`config.mk`:
```
export PLATFORM = sky130hd
export DESIGN_NAME = cv32e40p_alu_health_mgr_ft_flat
export DESIGN_NICKNAME = d
export VERILOG_FILES = /design/src/rtl/cv32e40p_pkg.sv /design/src/rtl/cv32e40p_alu_health_mgr_ft_if.sv /design/src/rtl/cv32e40p_alu_probation_timer_ft.sv /design/src/rtl/cv32e40p_alu_health_mgr_ft.sv /design/src/flat_wrapper.sv
export SDC_FILE = /design/constraint.sdc
export NUM_CORES = 1
export LEC_CHECK = 0
export CAP_MARGIN = 15
export CORE_AREA = 2 2 215 217
export DETAILED_ROUTE_END_ITERATION = 8
export DIE_AREA = 0 0 217 219
export PLACE_DENSITY = 0.55
export SKIP_CTS_REPAIR_TIMING = 1
export SYNTH_ARGS = -nofsm -noshare
export SYNTH_HDL_FRONTEND = slang
export SYNTH_SLANG_ARGS = --single-unit
```
`constraint.sdc`:
```
create_clock -name clk -period 5.7 [get_ports clk]
set_input_delay 0.57 -clock clk [delete_from_list [all_inputs] [get_ports clk]]
set_output_delay 0.57 -clock clk [all_outputs]
set_load 0.01 [all_outputs]
```
`src/rtl/cv32e40p_pkg.sv`:
```
// Shared types for the fault-tolerant cv32e40p ALU datapath: op classes, voter modes,
// replica health states and the probation FSM encoding.
package cv32e40p_pkg;

  localparam int N_ALU_CLASS = 14;
  localparam int N_ALU       = 3;

  typedef enum logic [3:0] {
    CLS_NORMAL = 4'd0,  CLS_LOGIC  = 4'd1,  CLS_SHIFT  = 4'd2,  CLS_CMP    = 4'd3,
    CLS_ADD    = 4'd4,  CLS_SUB    = 4'd5,  CLS_MINMAX = 4'd6,  CLS_ABS    = 4'd7,
    CLS_BITCNT = 4'd8,  CLS_BITMAN = 4'd9,  CLS_SHUF   = 4'd10, CLS_CLIP   = 4'd11,
    CLS_DIV    = 4'd12, CLS_PCK    = 4'd13
  } alu_class_e;

  typedef enum logic [1:0] {
    VOTE_TMR    = 2'b00,
    VOTE_DMR    = 2'b01,
    VOTE_SINGLE = 2'b10,
    VOTE_RSVD   = 2'b11
  } vote_mode_e;

  typedef enum logic [1:0] {
    HEALTHY   = 2'd0,
    SUSPECT   = 2'd1,
    PERMANENT = 2'd2
  } alu_health_e;

  typedef enum logic [1:0] {
    PROB_IDLE  = 2'd0,
    PROB_WAIT  = 2'd1,
    PROB_REINT = 2'd2
  } prob_state_e;

endpackage

```
`src/rtl/cv32e40p_alu_health_mgr_ft_if.sv`:
```
// Removal-request handshake from the per-class ALU error counters.
interface cv32e40p_alu_health_mgr_ft_if;
  logic       remove_valid;
  logic       remove_ready;
  logic [1:0] remove_alu;
  logic [3:0] remove_class;

  modport master (output remove_valid, remove_alu, remove_class, input remove_ready);
  modport slave  (input remove_valid, remove_alu, remove_class, output remove_ready);
endinterface

```
`src/rtl/cv32e40p_alu_probation_timer_ft.sv`:
```
// Shared probation timer: waits PROBATION_CYCLES after the last removal, then emits a
// one-cycle reintegration pulse for the lowest-index suspect replica.
module cv32e40p_alu_probation_timer_ft
  import cv32e40p_pkg::*;
#(
  parameter int PROBATION_CYCLES = 1024
) (
  input  logic clk,
  input  logic rst_n,
  input  logic any_suspect,
  input  logic restart,
  output logic reint_pulse
);
  localparam int TIMER_W = $clog2(PROBATION_CYCLES + 1);
  localparam logic [TIMER_W-1:0] T_LAST = TIMER_W'(PROBATION_CYCLES - 1);

  prob_state_e state_q, state_d;
  logic [TIMER_W-1:0] timer_q, timer_d;

  always_ff @(posedge clk) begin
    if (!rst_n) begin
      state_q <= PROB_IDLE;
      timer_q <= '0;
    end else begin
      state_q <= state_d;
      timer_q <= timer_d;
    end
  end

  always_comb begin
    state_d     = state_q;
    timer_d     = timer_q;
    reint_pulse = 1'b0;
    unique case (state_q)
      PROB_IDLE: if (any_suspect) begin
        state_d = PROB_WAIT;
        timer_d = '0;
      end
      PROB_WAIT: begin
        if (restart)               timer_d = '0;
        else if (timer_q == T_LAST) state_d = PROB_REINT;
        else                       timer_d = timer_q + TIMER_W'(1);
      end
      PROB_REINT: begin
        // any_suspect here already excludes the entry being re-admitted this cycle
        reint_pulse = 1'b1;
        timer_d     = '0;
        state_d     = any_suspect ? PROB_WAIT : PROB_IDLE;
      end
      default: state_d = PROB_IDLE;
    endcase
  end

endmodule

```
`src/rtl/cv32e40p_alu_health_mgr_ft.sv`:
```
// Per-class health map of the 3 redundant ALUs: applies removal requests, re-admits
// suspects after probation, and drives replica enables / voter mode for the decoded class.
module cv32e40p_alu_health_mgr_ft
  import cv32e40p_pkg::*;
#(
  parameter int N_CLASS          = N_ALU_CLASS,
  parameter int PROBATION_CYCLES = 1024,
  parameter int MAX_STRIKES      = 2
) (
  input  logic                      clk,
  input  logic                      rst_n,
  cv32e40p_alu_health_mgr_ft_if.slave rm,
  input  logic [3:0]                class_i,
  output logic [2:0]                alu_en_o,
  output logic [1:0]                vote_mode_o,
  output logic                      fatal_o,
  output logic [N_CLASS*N_ALU-1:0]  health_map_o
);
  localparam int N_ENT = N_CLASS * N_ALU;

  alu_health_e      state_q   [N_ENT];
  logic [1:0]       strikes_q [N_ENT];
  logic             fatal_q;
  logic [N_ENT-1:0] suspect_vec, dis_vec, reint_oh;
  logic             reint_pulse, any_suspect, accept, req_ok, upd, last_en, cls_ok;
  logic [2:0]       rm_en;
  logic [1:0]       str_nxt;
  int               rm_base, rm_idx, cls_base;

  always_comb begin
    for (int i = 0; i < N_ENT; i++) begin
      suspect_vec[i] = (state_q[i] == SUSPECT);
      dis_vec[i]     = (state_q[i] != HEALTHY);
    end
  end

  // isolate lowest set bit: c*3+r ordering gives the re-admission priority
  assign reint_oh    = suspect_vec & (~suspect_vec + N_ENT'(1));
  assign any_suspect = reint_pulse ? |(suspect_vec & ~reint_oh) : |suspect_vec;

  assign rm.remove_ready = ~reint_pulse;
  assign accept          = rm.remove_valid & rm.remove_ready;
  assign req_ok          = (int'(rm.remove_class) < N_CLASS) && (rm.remove_alu < 2'd3);

  always_comb begin
    rm_base = 0;
    rm_idx  = 0;
    rm_en   = 3'b000;
    if (req_ok) begin
      rm_base = int'(rm.remove_class) * N_ALU;
      rm_idx  = rm_base + int'(rm.remove_alu);
      for (int r = 0; r < N_ALU; r++) rm_en[r] = ~dis_vec[rm_base + r];
    end
  end

  assign upd     = accept && req_ok && (state_q[rm_idx] != PERMANENT);
  assign last_en = (rm_en == (3'b001 << rm.remove_alu));
  assign str_nxt = (strikes_q[rm_idx] == 2'd3) ? 2'd3 : strikes_q[rm_idx] + 2'd1;

  always_ff @(posedge clk) begin
    if (!rst_n) begin
      for (int i = 0; i < N_ENT; i++) begin
        state_q[i]   <= HEALTHY;
        strikes_q[i] <= 2'd0;
      end
      fatal_q <= 1'b0;
    end else begin
      // reint and upd are exclusive: ready is low during the reintegration cycle
      if (reint_pulse) begin
        for (int i = 0; i < N_ENT; i++)
          if (reint_oh[i]) state_q[i] <= HEALTHY;
      end
      if (upd) begin
        strikes_q[rm_idx] <= str_nxt;
        if (last_en)                         fatal_q         <= 1'b1;
        else if (int'(str_nxt) >= MAX_STRIKES) state_q[rm_idx] <= PERMANENT;
        else                                 state_q[rm_idx] <= SUSPECT;
      end
    end
  end

  cv32e40p_alu_probation_timer_ft #(
    .PROBATION_CYCLES(PROBATION_CYCLES)
  ) u_timer (
    .clk        (clk),
    .rst_n      (rst_n),
    .any_suspect(any_suspect),
    .restart    (upd),
    .reint_pulse(reint_pulse)
  );

  assign cls_ok = int'(class_i) < N_CLASS;

  always_comb begin
    cls_base = cls_ok ? int'(class_i) * N_ALU : 0;
    alu_en_o = 3'b111;
    if (cls_ok)
      for (int r = 0; r < N_ALU; r++) alu_en_o[r] = ~dis_vec[cls_base + r];
    unique case (alu_en_o)
      3'b111:                 vote_mode_o = VOTE_TMR;
      3'b011, 3'b101, 3'b110: vote_mode_o = VOTE_DMR;
      default:                vote_mode_o = VOTE_SINGLE;
    endcase
  end

  assign fatal_o      = fatal_q;
  assign health_map_o = dis_vec;

endmodule

```
`src/flat_wrapper.sv`:
```
// flat-port wrapper written by rule: the top's interface ports become plain ports
module cv32e40p_alu_health_mgr_ft_flat import cv32e40p_pkg::*;
#(
  parameter int N_CLASS          = N_ALU_CLASS,
  parameter int PROBATION_CYCLES = 1024,
  parameter int MAX_STRIKES      = 2
)
  (clk, rst_n, class_i, alu_en_o, vote_mode_o, fatal_o, health_map_o, rm_remove_valid, rm_remove_alu, rm_remove_class, rm_remove_ready);
  cv32e40p_alu_health_mgr_ft_if rm_i ();
  input  logic clk;
  input  logic rst_n;
  input  logic [3:0] class_i;
  output logic [2:0] alu_en_o;
  output logic [1:0] vote_mode_o;
  output logic fatal_o;
  output logic [N_CLASS*N_ALU-1:0] health_map_o;
  input wire logic [$bits(rm_i.remove_valid)-1:0] rm_remove_valid;
  input wire logic [$bits(rm_i.remove_alu)-1:0] rm_remove_alu;
  input wire logic [$bits(rm_i.remove_class)-1:0] rm_remove_class;
  output wire logic [$bits(rm_i.remove_ready)-1:0] rm_remove_ready;
  assign rm_i.remove_valid = rm_remove_valid;
  assign rm_i.remove_alu = rm_remove_alu;
  assign rm_i.remove_class = rm_remove_class;
  assign rm_remove_ready = rm_i.remove_ready;
  cv32e40p_alu_health_mgr_ft #(.N_CLASS(N_CLASS), .PROBATION_CYCLES(PROBATION_CYCLES), .MAX_STRIKES(MAX_STRIKES)) u_core (.clk(clk), .rst_n(rst_n), .rm(rm_i), .class_i(class_i), .alu_en_o(alu_en_o), .vote_mode_o(vote_mode_o), .fatal_o(fatal_o), .health_map_o(health_map_o));
endmodule
```
==> results.yml <==
power_and_ir_drop:
  p_comb_share_pct: 33.5
  switchingPower_mw: 2.17
  power.density_nw_per_um2: 305
  p_int_mw: 4.15
  peakVddDrop_mv: 0.255
  p_seq_share_pct: 36.6
  swShare_pct: 34.3
  totalPowerFinal_mw: 6.33
  p_leak_nw: 7.05
  p_clk_share_pct: 30.0
drt:
  drtAntennaViolNets: 0
  wl_um: 65200
  drc: 0
  via_count: 15900
  drt_pass1_iterations: 6
  routedWlPerCell_um: 26.0
  drt_iter0_markers: 1852
  viasPerCell: 6.34
min_path:
  hold_class: "reg -> reg"
  min_from: "u_core.u_timer.timer_q[10]"
  holdPathStages: 2
  hold_end: "u_core.u_timer.timer_q[10]"
synthesis:
  syn_area_per_cell_um2: 9.91
  synthCells: 1799
  ys_ff_latch: 270
  yosys_warnings: 0
  syn_nets: 1831
  yosysSeqAreaShare_pct: 44.7
  synth_edf_count: 256
  synth_area_um2: 17800
  synth_ff_type: "edfxtp_1"
  ys_types: 88
  ys_async_sr_fraction_pct: 0
layout:
  nNetsFinal: 1920
  final_common_cell: "edfxtp_1"
  nFillCells: 4255
  n_antenna_cell: 0
  final_cell_mix: "256 x edfxtp_1, 195 x nor2_1, 183 x nand2_1"
  syn2layout_area_growth_pct: 16.4
  drive_gt1_share_pct: 16.2
setup_path:
  critPathLaunchType: "input port"
  crit_type: "in -> out"
  crit_path_end_kind: "output pin"
  worstPathCellList: "clkdlybuf4s50_1 > ha_1 > nand2_1 > inv_1 > buf_4 > ha_1 > nand3_1 > a311oi_1 > xor2_1 > mux2_2 > o22ai_1 > nand2_1 > maj3_1 > inv_1 > clkdlybuf4s50_1"
  r2r-start: "u_core.state_q[41][1]"
  cp_slowest_cell: "clkdlybuf4s50_1"
  rr_endpoint: "u_core.state_q[15][0]"
  reg2reg_slack_ps: 1720
  slowest_delay_ps: 560
  critical_path_arrival_ps: 4820
  cp.required_ps: 5130
  cp_max_fo: 42
  r2r_cells: 11
timing:
  fin_tns_setup_ps: 0
  report.final.slew_viol_count: 0
  tightestPinTransition_ps: 991
  period_needed_ps: 5390
  slew_headroom_pct: 33.7
  fin_ws_ps: 305
  fmax_mhz: 185
  finalHoldViolCount: 0
  skew_ps: 14.0
  fin_crit_sh_pct: 94.6
  setup-violations-final: 0
  rsz0062_at_grt: "false"
run_status:
  status: "completed"
placement:
  port_buffers: 61
  dp_hpwl_um: 47900
  pre_cts_slack_ps: 224
  place_congestion: 0.971
floorplan:
  die_w_um: 217
  fp.dieH_um: 219
  boundaryPins: 62
  core_area_um2: 45100
  rows: 78
  dieArea_um2: 47500
  start_util_pct: 39.6
grt:
  grt-ovfl-total: 0
  grt_max_degree: 56
  grt_pass1_vias: 15400
  grt_pass1_wl_um: 98200
  grt.total_usage_pct: 27.4
  antenna_found_initial: 1
cts:
  root_buffer: "clkbuf_16"
  clk_pin_slew_ps: 60
  cts-buffers-inserted: 28
  tritoncts: "done"
  clk_path_buf_depth: 3
  ctsHtreeMaxLevel: 1
  cts_sinks: 270
  clock_latency_ps: 560
flow_run:
  cap_violations: 0
## logic make-up (layout without fill, tap and decap cells)
group                      Yosys count  in the layout  share of synthesized area (%)
and+or+nand+nor                    785            785                           21.2
AOI/OAI and AO/OA                  381            381                           15.0
DFF                                270            270                           44.7
buffers and inverters              194            304                           4.92
muxes                              124            124                           11.3
adders and majority gates           23             23                           1.68
xor gates and xnor gates            22             22                           1.29
## layout make-up
class                   count  area (um^2)  share of cell area [%]
clock buffers              34          744                    3.59
clock inverters            17          193                   0.928
inverters                  62          233                    1.12
multi-input cells        1335         9090                    43.8
flip-flops and latches    270         7970                    38.4
well taps                 600          751                    3.62
repair buffers            191         1780                    8.57
## through the flow
| stage | cell area, um^2 | utilization [%] | instances | hold WS, ps |
|---|---|---|---|---|
| global placement | 19800 | 44.0 | 2458 | 433 |
| CTS | 20800 | 46.0 | 2509 | 452 |
| floorplan | 17800 | - | 1799 | 424 |
| global route | 20800 | 46.0 | 2509 | 467 |
| finish | 20800 | 46.0 | 2509 | 455 |
| detailed placement | 19800 | 44.0 | 2458 | 442 |
## per-layer routing
layer	up-vias	share of wire (%)	GRT usage, %	wire (um)
li1	7050	-	-	-
met1	7879	40	36.3	26400
met2	834	47	45.3	30800
met3	144	7.9	3.70	5180
met4	2	4.4	11.2	2850
met5	-	0.020	0	13
## sequential cells by signal, indices dropped and copies added, names as in the netlist
| name | count |
|---|---|
| u_core.u_timer.timer_q | 11 |
| u_core.u_timer.state_q | 2 |
| u_core.fatal_o | 1 |
| u_core.state_q | 128 |
| u_core.strikes_q | 128 |
## power by group through the flow
stage                     sequential [mW]  clock (mW)  combinational (mW)
after floorplan                      2.34           0                1.26
after global placement               2.35           0                2.08
after detailed placement             2.35           0                2.08
after CTS                            2.31        1.92                2.09
after global routing                 2.32        2.00                2.24
final                                2.31        1.90                2.12
## synthesized netlist by cell type, types with 16 or more instances
| library cell | count | area share (%) |
|---|---|---|
| a211oi_1 | 26 | 1.1 |
| a21oi_1 | 47 | 1.3 |
| a31oi_1 | 23 | 0.81 |
| buf_2 | 42 | 1.2 |
| buf_4 | 16 | 0.67 |
| clkbuf_1 | 60 | 1.3 |
| edfxtp_1 | 256 | 43 |
| ha_1 | 16 | 1.1 |
| inv_1 | 57 | 1.2 |
| mux2_2 | 23 | 1.5 |
| mux2i_1 | 42 | 2.4 |
| mux4_2 | 59 | 7.5 |
| nand2_1 | 183 | 3.9 |
| nand2b_1 | 49 | 1.7 |
| nand3_1 | 59 | 1.7 |
| nand4_1 | 18 | 0.63 |
| nor2_1 | 195 | 4.1 |
| nor2b_1 | 28 | 0.98 |
| nor3_1 | 147 | 4.1 |
| nor4_1 | 22 | 0.77 |
| o211ai_1 | 21 | 0.88 |
| o21ai_0 | 88 | 2.5 |
| o221ai_1 | 17 | 0.83 |
| o22ai_1 | 17 | 0.60 |
| or2_2 | 23 | 0.81 |
## critical path: cells and delay by family
| kind | cells | cell delay [ps] |
|---|---|---|
| buf+inv | 5 | 1580 |
| mux | 1 | 370 |
| simple gates | 3 | 360 |
| compound gates | 2 | 490 |
| xor+xnor | 1 | 270 |
| fa+ha+maj | 3 | 1180 |
## worst max-delay path by stage
stage	from	end	cells after the start	slack [ps]
2_1_floorplan	rm_remove_class[1]	u_core.state_q[42][0]	15	780
6_report	class_i[1]	vote_mode_o[1]	15	310
3_5_place_dp	rm_remove_class[1]	u_core.state_q[40][1]	16	220
3_3_place_gp	rm_remove_class[1]	u_core.state_q[56][1]	16	210
5_1_grt	class_i[1]	vote_mode_o[1]	15	70
4_1_cts	class_i[1]	vote_mode_o[1]	15	320
Power figures use the tool's default switching activity.
